File: src/rtl/video_pkg.sv
// Shared 640x480@60 raster timing constants and pixel types
// for the PPU video front end.
package video_pkg;

    localparam logic [9:0] H_ACTIVE = 10'd640;
    localparam logic [9:0] H_FP     = 10'd16;
    localparam logic [9:0] H_SYNC   = 10'd96;
    localparam logic [9:0] H_BP     = 10'd48;
    localparam logic [9:0] H_TOTAL  = H_ACTIVE + H_FP + H_SYNC + H_BP;

    localparam logic [9:0] V_ACTIVE = 10'd480;
    localparam logic [9:0] V_FP     = 10'd10;
    localparam logic [9:0] V_SYNC   = 10'd2;
    localparam logic [9:0] V_BP     = 10'd33;
    localparam logic [9:0] V_TOTAL  = V_ACTIVE + V_FP + V_SYNC + V_BP;

    localparam logic [9:0] H_SYNC_START = H_ACTIVE + H_FP;
    localparam logic [9:0] H_SYNC_END   = H_SYNC_START + H_SYNC;
    localparam logic [9:0] V_SYNC_START = V_ACTIVE + V_FP;
    localparam logic [9:0] V_SYNC_END   = V_SYNC_START + V_SYNC;

    localparam logic [9:0] H_LAST = H_TOTAL - 10'd1;
    localparam logic [9:0] V_LAST = V_TOTAL - 10'd1;

    localparam logic [9:0] VBLANK_END_LINE = 10'd522;
    localparam logic [9:0] SWAP_PRIME_LINE = 10'd524;

    typedef logic [23:0] rgb888_t;

endpackage

File: src/rtl/raster_counter.sv
// Horizontal/vertical raster counters and the registered
// frame-control pulses for the PPU.
module raster_counter
    import video_pkg::*;
(
    input  logic       clk,
    input  logic       rst,
    output logic [9:0] hcount,
    output logic [9:0] vcount,
    output logic       rowram_swap,
    output logic       vblank_start,
    output logic       vblank_end
);

    logic [9:0] hcount_q, hcount_d;
    logic [9:0] vcount_q, vcount_d;
    logic [9:0] v_next;
    logic       h_wrap;
    logic       swap_q, swap_d;
    logic       vstart_q, vstart_d;
    logic       vend_q, vend_d;

    always_comb begin
        h_wrap   = (hcount_q == H_LAST);
        hcount_d = h_wrap ? 10'd0 : hcount_q + 10'd1;
        v_next   = (vcount_q == V_LAST) ? 10'd0 : vcount_q + 10'd1;
        vcount_d = h_wrap ? v_next : vcount_q;
        // Pulses are decided on the last pixel of the preceding line.
        swap_d   = h_wrap &&
                   ((v_next == SWAP_PRIME_LINE) ||
                    ((v_next != 10'd0) && (v_next < V_ACTIVE) &&
                     !v_next[0]));
        vstart_d = h_wrap && (v_next == V_ACTIVE);
        vend_d   = h_wrap && (v_next == VBLANK_END_LINE);
    end

    always_ff @(posedge clk) begin
        if (rst) begin
            hcount_q <= 10'd0;
            vcount_q <= V_ACTIVE;
            swap_q   <= 1'b0;
            vstart_q <= 1'b0;
            vend_q   <= 1'b0;
        end else begin
            hcount_q <= hcount_d;
            vcount_q <= vcount_d;
            swap_q   <= swap_d;
            vstart_q <= vstart_d;
            vend_q   <= vend_d;
        end
    end

    assign hcount       = hcount_q;
    assign vcount       = vcount_q;
    assign rowram_swap  = swap_q;
    assign vblank_start = vstart_q;
    assign vblank_end   = vend_q;

endmodule

File: src/rtl/hdmi_scanout.sv
// 640x480 scanout: row RAM -> palette RAM -> RGB888 with
// 2x2 pixel doubling and sync/DE aligned to the pixel pipe.
module hdmi_scanout
    import video_pkg::*;
(
    input  logic        clk,
    input  logic        rst,
    output logic [8:0]  rowram_rdaddr,
    input  logic [9:0]  rowram_rddata,
    output logic [8:0]  palram_rdaddr,
    input  logic [63:0] palram_rddata,
    output logic        rowram_swap,
    output logic        vblank_start,
    output logic        vblank_end,
    output logic [23:0] hdmi_rgb,
    output logic        hdmi_hsync,
    output logic        hdmi_vsync,
    output logic        hdmi_de
);

    logic [9:0] hcount, vcount;
    logic       de_c, hs_c, vs_c;
    logic       sel_q, sel_d;
    logic [2:0] de_q, de_d;
    logic [2:0] hs_q, hs_d;
    logic [2:0] vs_q, vs_d;
    rgb888_t    rgb_q, rgb_d;
    rgb888_t    pix;
    logic       unused_pal;

    raster_counter u_raster (
        .clk          (clk),
        .rst          (rst),
        .hcount       (hcount),
        .vcount       (vcount),
        .rowram_swap  (rowram_swap),
        .vblank_start (vblank_start),
        .vblank_end   (vblank_end)
    );

    assign unused_pal = ^{palram_rddata[63:56], palram_rddata[31:24]};

    always_comb begin
        de_c = (hcount < H_ACTIVE) && (vcount < V_ACTIVE);
        hs_c = !((hcount >= H_SYNC_START) && (hcount < H_SYNC_END));
        vs_c = !((vcount >= V_SYNC_START) && (vcount < V_SYNC_END));
        rowram_rdaddr = (hcount < H_ACTIVE) ? hcount[9:1] : 9'd0;
        palram_rdaddr = rowram_rddata[9:1];
        sel_d = rowram_rddata[0];
        pix   = sel_q ? palram_rddata[55:32] : palram_rddata[23:0];
        // de_q[1] is the DE of the pixel now leaving the palette RAM.
        rgb_d = de_q[1] ? pix : 24'd0;
        de_d  = {de_q[1:0], de_c};
        hs_d  = {hs_q[1:0], hs_c};
        vs_d  = {vs_q[1:0], vs_c};
    end

    always_ff @(posedge clk) begin
        if (rst) begin
            sel_q <= 1'b0;
            rgb_q <= 24'd0;
            de_q  <= 3'b000;
            hs_q  <= 3'b111;
            vs_q  <= 3'b111;
        end else begin
            sel_q <= sel_d;
            rgb_q <= rgb_d;
            de_q  <= de_d;
            hs_q  <= hs_d;
            vs_q  <= vs_d;
        end
    end

    assign hdmi_rgb   = rgb_q;
    assign hdmi_de    = de_q[2];
    assign hdmi_hsync = hs_q[2];
    assign hdmi_vsync = vs_q[2];

endmodule

File: config.mk
export PLATFORM = sky130hd
export DESIGN_NAME = hdmi_scanout
export DESIGN_NICKNAME = d
export VERILOG_FILES = /design/src/rtl/video_pkg.sv /design/src/rtl/raster_counter.sv /design/src/rtl/hdmi_scanout.sv
export SDC_FILE = /design/constraint.sdc
export NUM_CORES = 1
export LEC_CHECK = 0
export CAP_MARGIN = 20
export CORE_ASPECT_RATIO = 1.5
export CORE_MARGIN = 2
export CORE_UTILIZATION = 37
export DETAILED_ROUTE_END_ITERATION = 7
export GPL_TIMING_DRIVEN = 0
export HOLD_SLACK_MARGIN = 0.12
export PLACE_DENSITY = 0.75
export SETUP_SLACK_MARGIN = 0.2
export SLEW_MARGIN = 30
export SYNTH_ARGS = -nofsm -noshare
export SYNTH_HDL_FRONTEND = slang
export SYNTH_SLANG_ARGS = --single-unit
File: constraint.sdc
create_clock -name clk -period 2.15 [get_ports clk]
set_input_delay 0.645 -clock clk [delete_from_list [all_inputs] [get_ports clk]]
set_output_delay 0.645 -clock clk [all_outputs]
set_load 0.05 [all_outputs]
==> results of run 1 <==
## where the power goes
part,switching (mW),total (mW),internal (mW)
combinational,0.102,0.243,0.141
sequential,0.00551,1.07,1.06
clock,0.450,1.02,0.568
total,0.558,2.33,1.77
## kinds of logic (layout without fill, tap and decap cells)
kind of cell | Yosys count | count (layout) | share of synthesized area (%)
AND/OR/NAND/NOR | 119 | 119 | 25.1
adder cells (fa/ha/maj) | 4 | 4 | 1.90
XOR/XNOR | 16 | 16 | 5.33
flip-flops | 57 | 57 | 43.4
multiplexers | 25 | 25 | 9.57
buffers and inverters | 41 | 171 | 7.90
AO/OA/AOI/OAI | 27 | 27 | 6.81
## final timing paths
check / from / to / slack (ns) / cells past startpoint
hold / removal: vs_q[1] / vs_q[2] / 0.41 / 1
setup reg to reg: u_raster.vcount[0] / u_raster.vcount[4] / 0.25 / 9
hold reg to reg: vs_q[1] / vs_q[2] / 0.41 / 1
setup / recovery: u_raster.hcount[7] / rowram_rdaddr[0] / 0.16 / 4
## through the flow
step           hold slack (ns)  worst slack [ns]  power [mW]  util [%]  area, um2
2_1_floorplan            0.389             0.199        1.20         -       2640
3_3_place_gp             0.392            -0.547        1.33      54.2       3710
3_5_place_dp             0.393            -0.564        1.33      54.2       3710
6_report                 0.414             0.161        2.33      61.0       4180
5_1_grt                  0.437            0.0939        2.41      61.0       4180
4_1_cts                  0.415            0.0433        2.35      58.7       4020
## timing repair
item,in CTS,in global routing
endpoints found under the setup margin,63,12
setup buffers,5,11
pin swaps,7,16
resized for setup,136,28
hold buffers,0,0
## state kept, by name, indices dropped and copies added, names as in the netlist
name,flops
u_raster.hcount,10
u_raster.rowram_swap,1
de_q,3
sel_q,1
vs_q,3
u_raster.vcount,10
u_raster.vblank_start,1
hdmi_rgb,24
u_raster.vblank_end,1
hs_q,3
## worst register-to-register path, stage by stage (launching register included)
cell and delay [ns]:
dfxtp_2 0.34, clkbuf_8 0.12, inv_2 0.04, ha_2 0.17, and3b_1 0.20, and4_1 0.22
buf_6 0.14, or3_4 0.35, o21ai_1 0.12, mux2_2 0.15
## cell type report
class | count | area (um2) | area share [%]
plain buffers | 33 | 230 | 5.51
clock buffers | 10 | 138 | 3.29
clock inverters | 6 | 67.6 | 1.62
inverters | 8 | 30.0 | 0.718
multi-input cells | 191 | 1390 | 33.2
flip-flops and latches | 57 | 1150 | 27.6
well taps | 78 | 97.6 | 2.33
repair buffers | 114 | 1070 | 25.7
## per-layer routing
layer | track usage, % | vias to the layer above | wire, um | share of wire (%)
met5 | 0 | - | 0 | 0
met4 | 9.92 | 0 | 177 | 2.5
met3 | 5.55 | 19 | 569 | 7.9
met2 | 31.9 | 119 | 3610 | 50
met1 | 19.7 | 1165 | 2820 | 39
li1 | - | 1218 | - | -
## synthesized netlist by cell type (all sizes together), types with 7 or more instances
cell	count	area, um2
clkbuf	14	52.6
nor3	11	55.1
dfxtp	57	1140
nand2	12	45.0
o21ai	8	40.0
nor2	38	143
and2	7	43.8
inv	8	30.0
nand3	7	35.0
mux2i	24	240
buf	19	125
xnor2	10	87.6
==> results by group, run 1 <==
Finish
  – Leading cell types in the layout, fill and taps excluded: dfxtp_1, clkdlybuf4s50_1, dlygate4sd2_1
  – Filler instances: 596
  – Final net count: 494
  – Share of layout cells above drive strength 1: 25.5%
  – Synth-to-Final Area Change: 59.0%
  – # diodes: 0
  – Non-filler instance count after layout: 497

Setup path
  – Critical Path Max Stage Delay: 0.31 ns
  – CP arrival: 1.34 ns
  – CP Capture Type: primary output
  – Crit Path Category: reg2out
  – Critical-path cell list: buf_6 -> o21ai_4 -> and2_4 -> buf_8
  – CP Buf/Inv Count: 2
  – CP Max Fanout: 7
  – Crit path launch type: flip-flop
  – Cell family with most CP delay: flip-flops
  – CP Data Required Time: 1.50 ns
  – Critical-path top delay cell: dfxtp_1

Synthesis
  – Register area share after synthesis: 43.4%
  – Unique cell type count in the Yosys netlist: 51
  – Asr flop ratio synth: 0%
  – #FFs+latches synth: 57
  – EDFF count, synth: 0
  – Ys Warns: 0
  – Top FF cell, synth: dfxtp_1
  – Synthesized net count: 369
  – Mapped cell area: 2630 um2
  – Synth Area per Inst: 9.10 um2
  – Mapped Cells: 289

Min path
  – HP Class: reg2reg

Placement
  – Dpl cells: 465
  – Routability Congestion: 0.883
  – DP HPWL: 4890 um
  – Port buffer count: 98

Timing
  – Slew of the pin with the lowest slew margin: 0.752 ns
  – Highest achievable clock rate: 0.503 GHz
  – Slew Viols, Final: 0
  – Max_slew headroom: 49.9%
  – Clock Skews: 0.00879 ns
  – Final Hold Fails: 0
  – Final Cycle Share: 92.5%
  – Fin Setup TNS: 0 ns
  – Unrepaired setup endpoints after global routing: true
  – Minimum clock period: 1.99 ns
  – Final setup violation count: 0

Die
  – Core region area: 6850 um2
  – Ports: 124
  – FP Rows: 37
  – Die width: 72.8 um
  – Die height: 107 um
  – Die Area: 7810 um2
  – Starting Density: 38.4%

Clock network
  – H-tree depth: 3
  – Clk_lat worst skew: 0.33 ns
  – TritonCTS clock tree: done
  – Sink Count: 57
  – Root Driver: clkbuf_8
  – Maximum clock path buffer count: 2
  – Clock slew at reported path FFs: 0.07 ns
  – TritonCTS buffer count: 9

Flow run
  – Total of max-cap violations: 0

GRT
  – Global Route Usage Sum: 18.5%
  – Vias in the first global route: 2395
  – Initial antenna violation count: 0
  – Largest net degree at the start of global routing: 12
  – Grt ovf: 0
  – Global-route wire length before repair: 11200 um

Routing
  – Final ANT Viol Nets: 0
  – DR pass1 iterations: 4
  – Drt initial violations: 78
  – Routed len/inst: 14.4 um
  – Via count: 2521
  – Final wirelength: 7180 um
  – DRC: 0
  – Via density: 5.07

Pwr
  – P_leak: 1.79 nW
  – Power per standard cell area: 557 nW/um2
  – Max VDD drop: 0.337 mV

Status
  – Status: finished, final reports clean
Note: power is estimated with default switching activity, not from simulation.
==> inputs of run 2 (changes only) <==
Settings changed: SKIP_LAST_GASP from default to 1.
==> results of run 2 <==
Same layout as run 1: the final DEF is identical, and so are final timing and power.
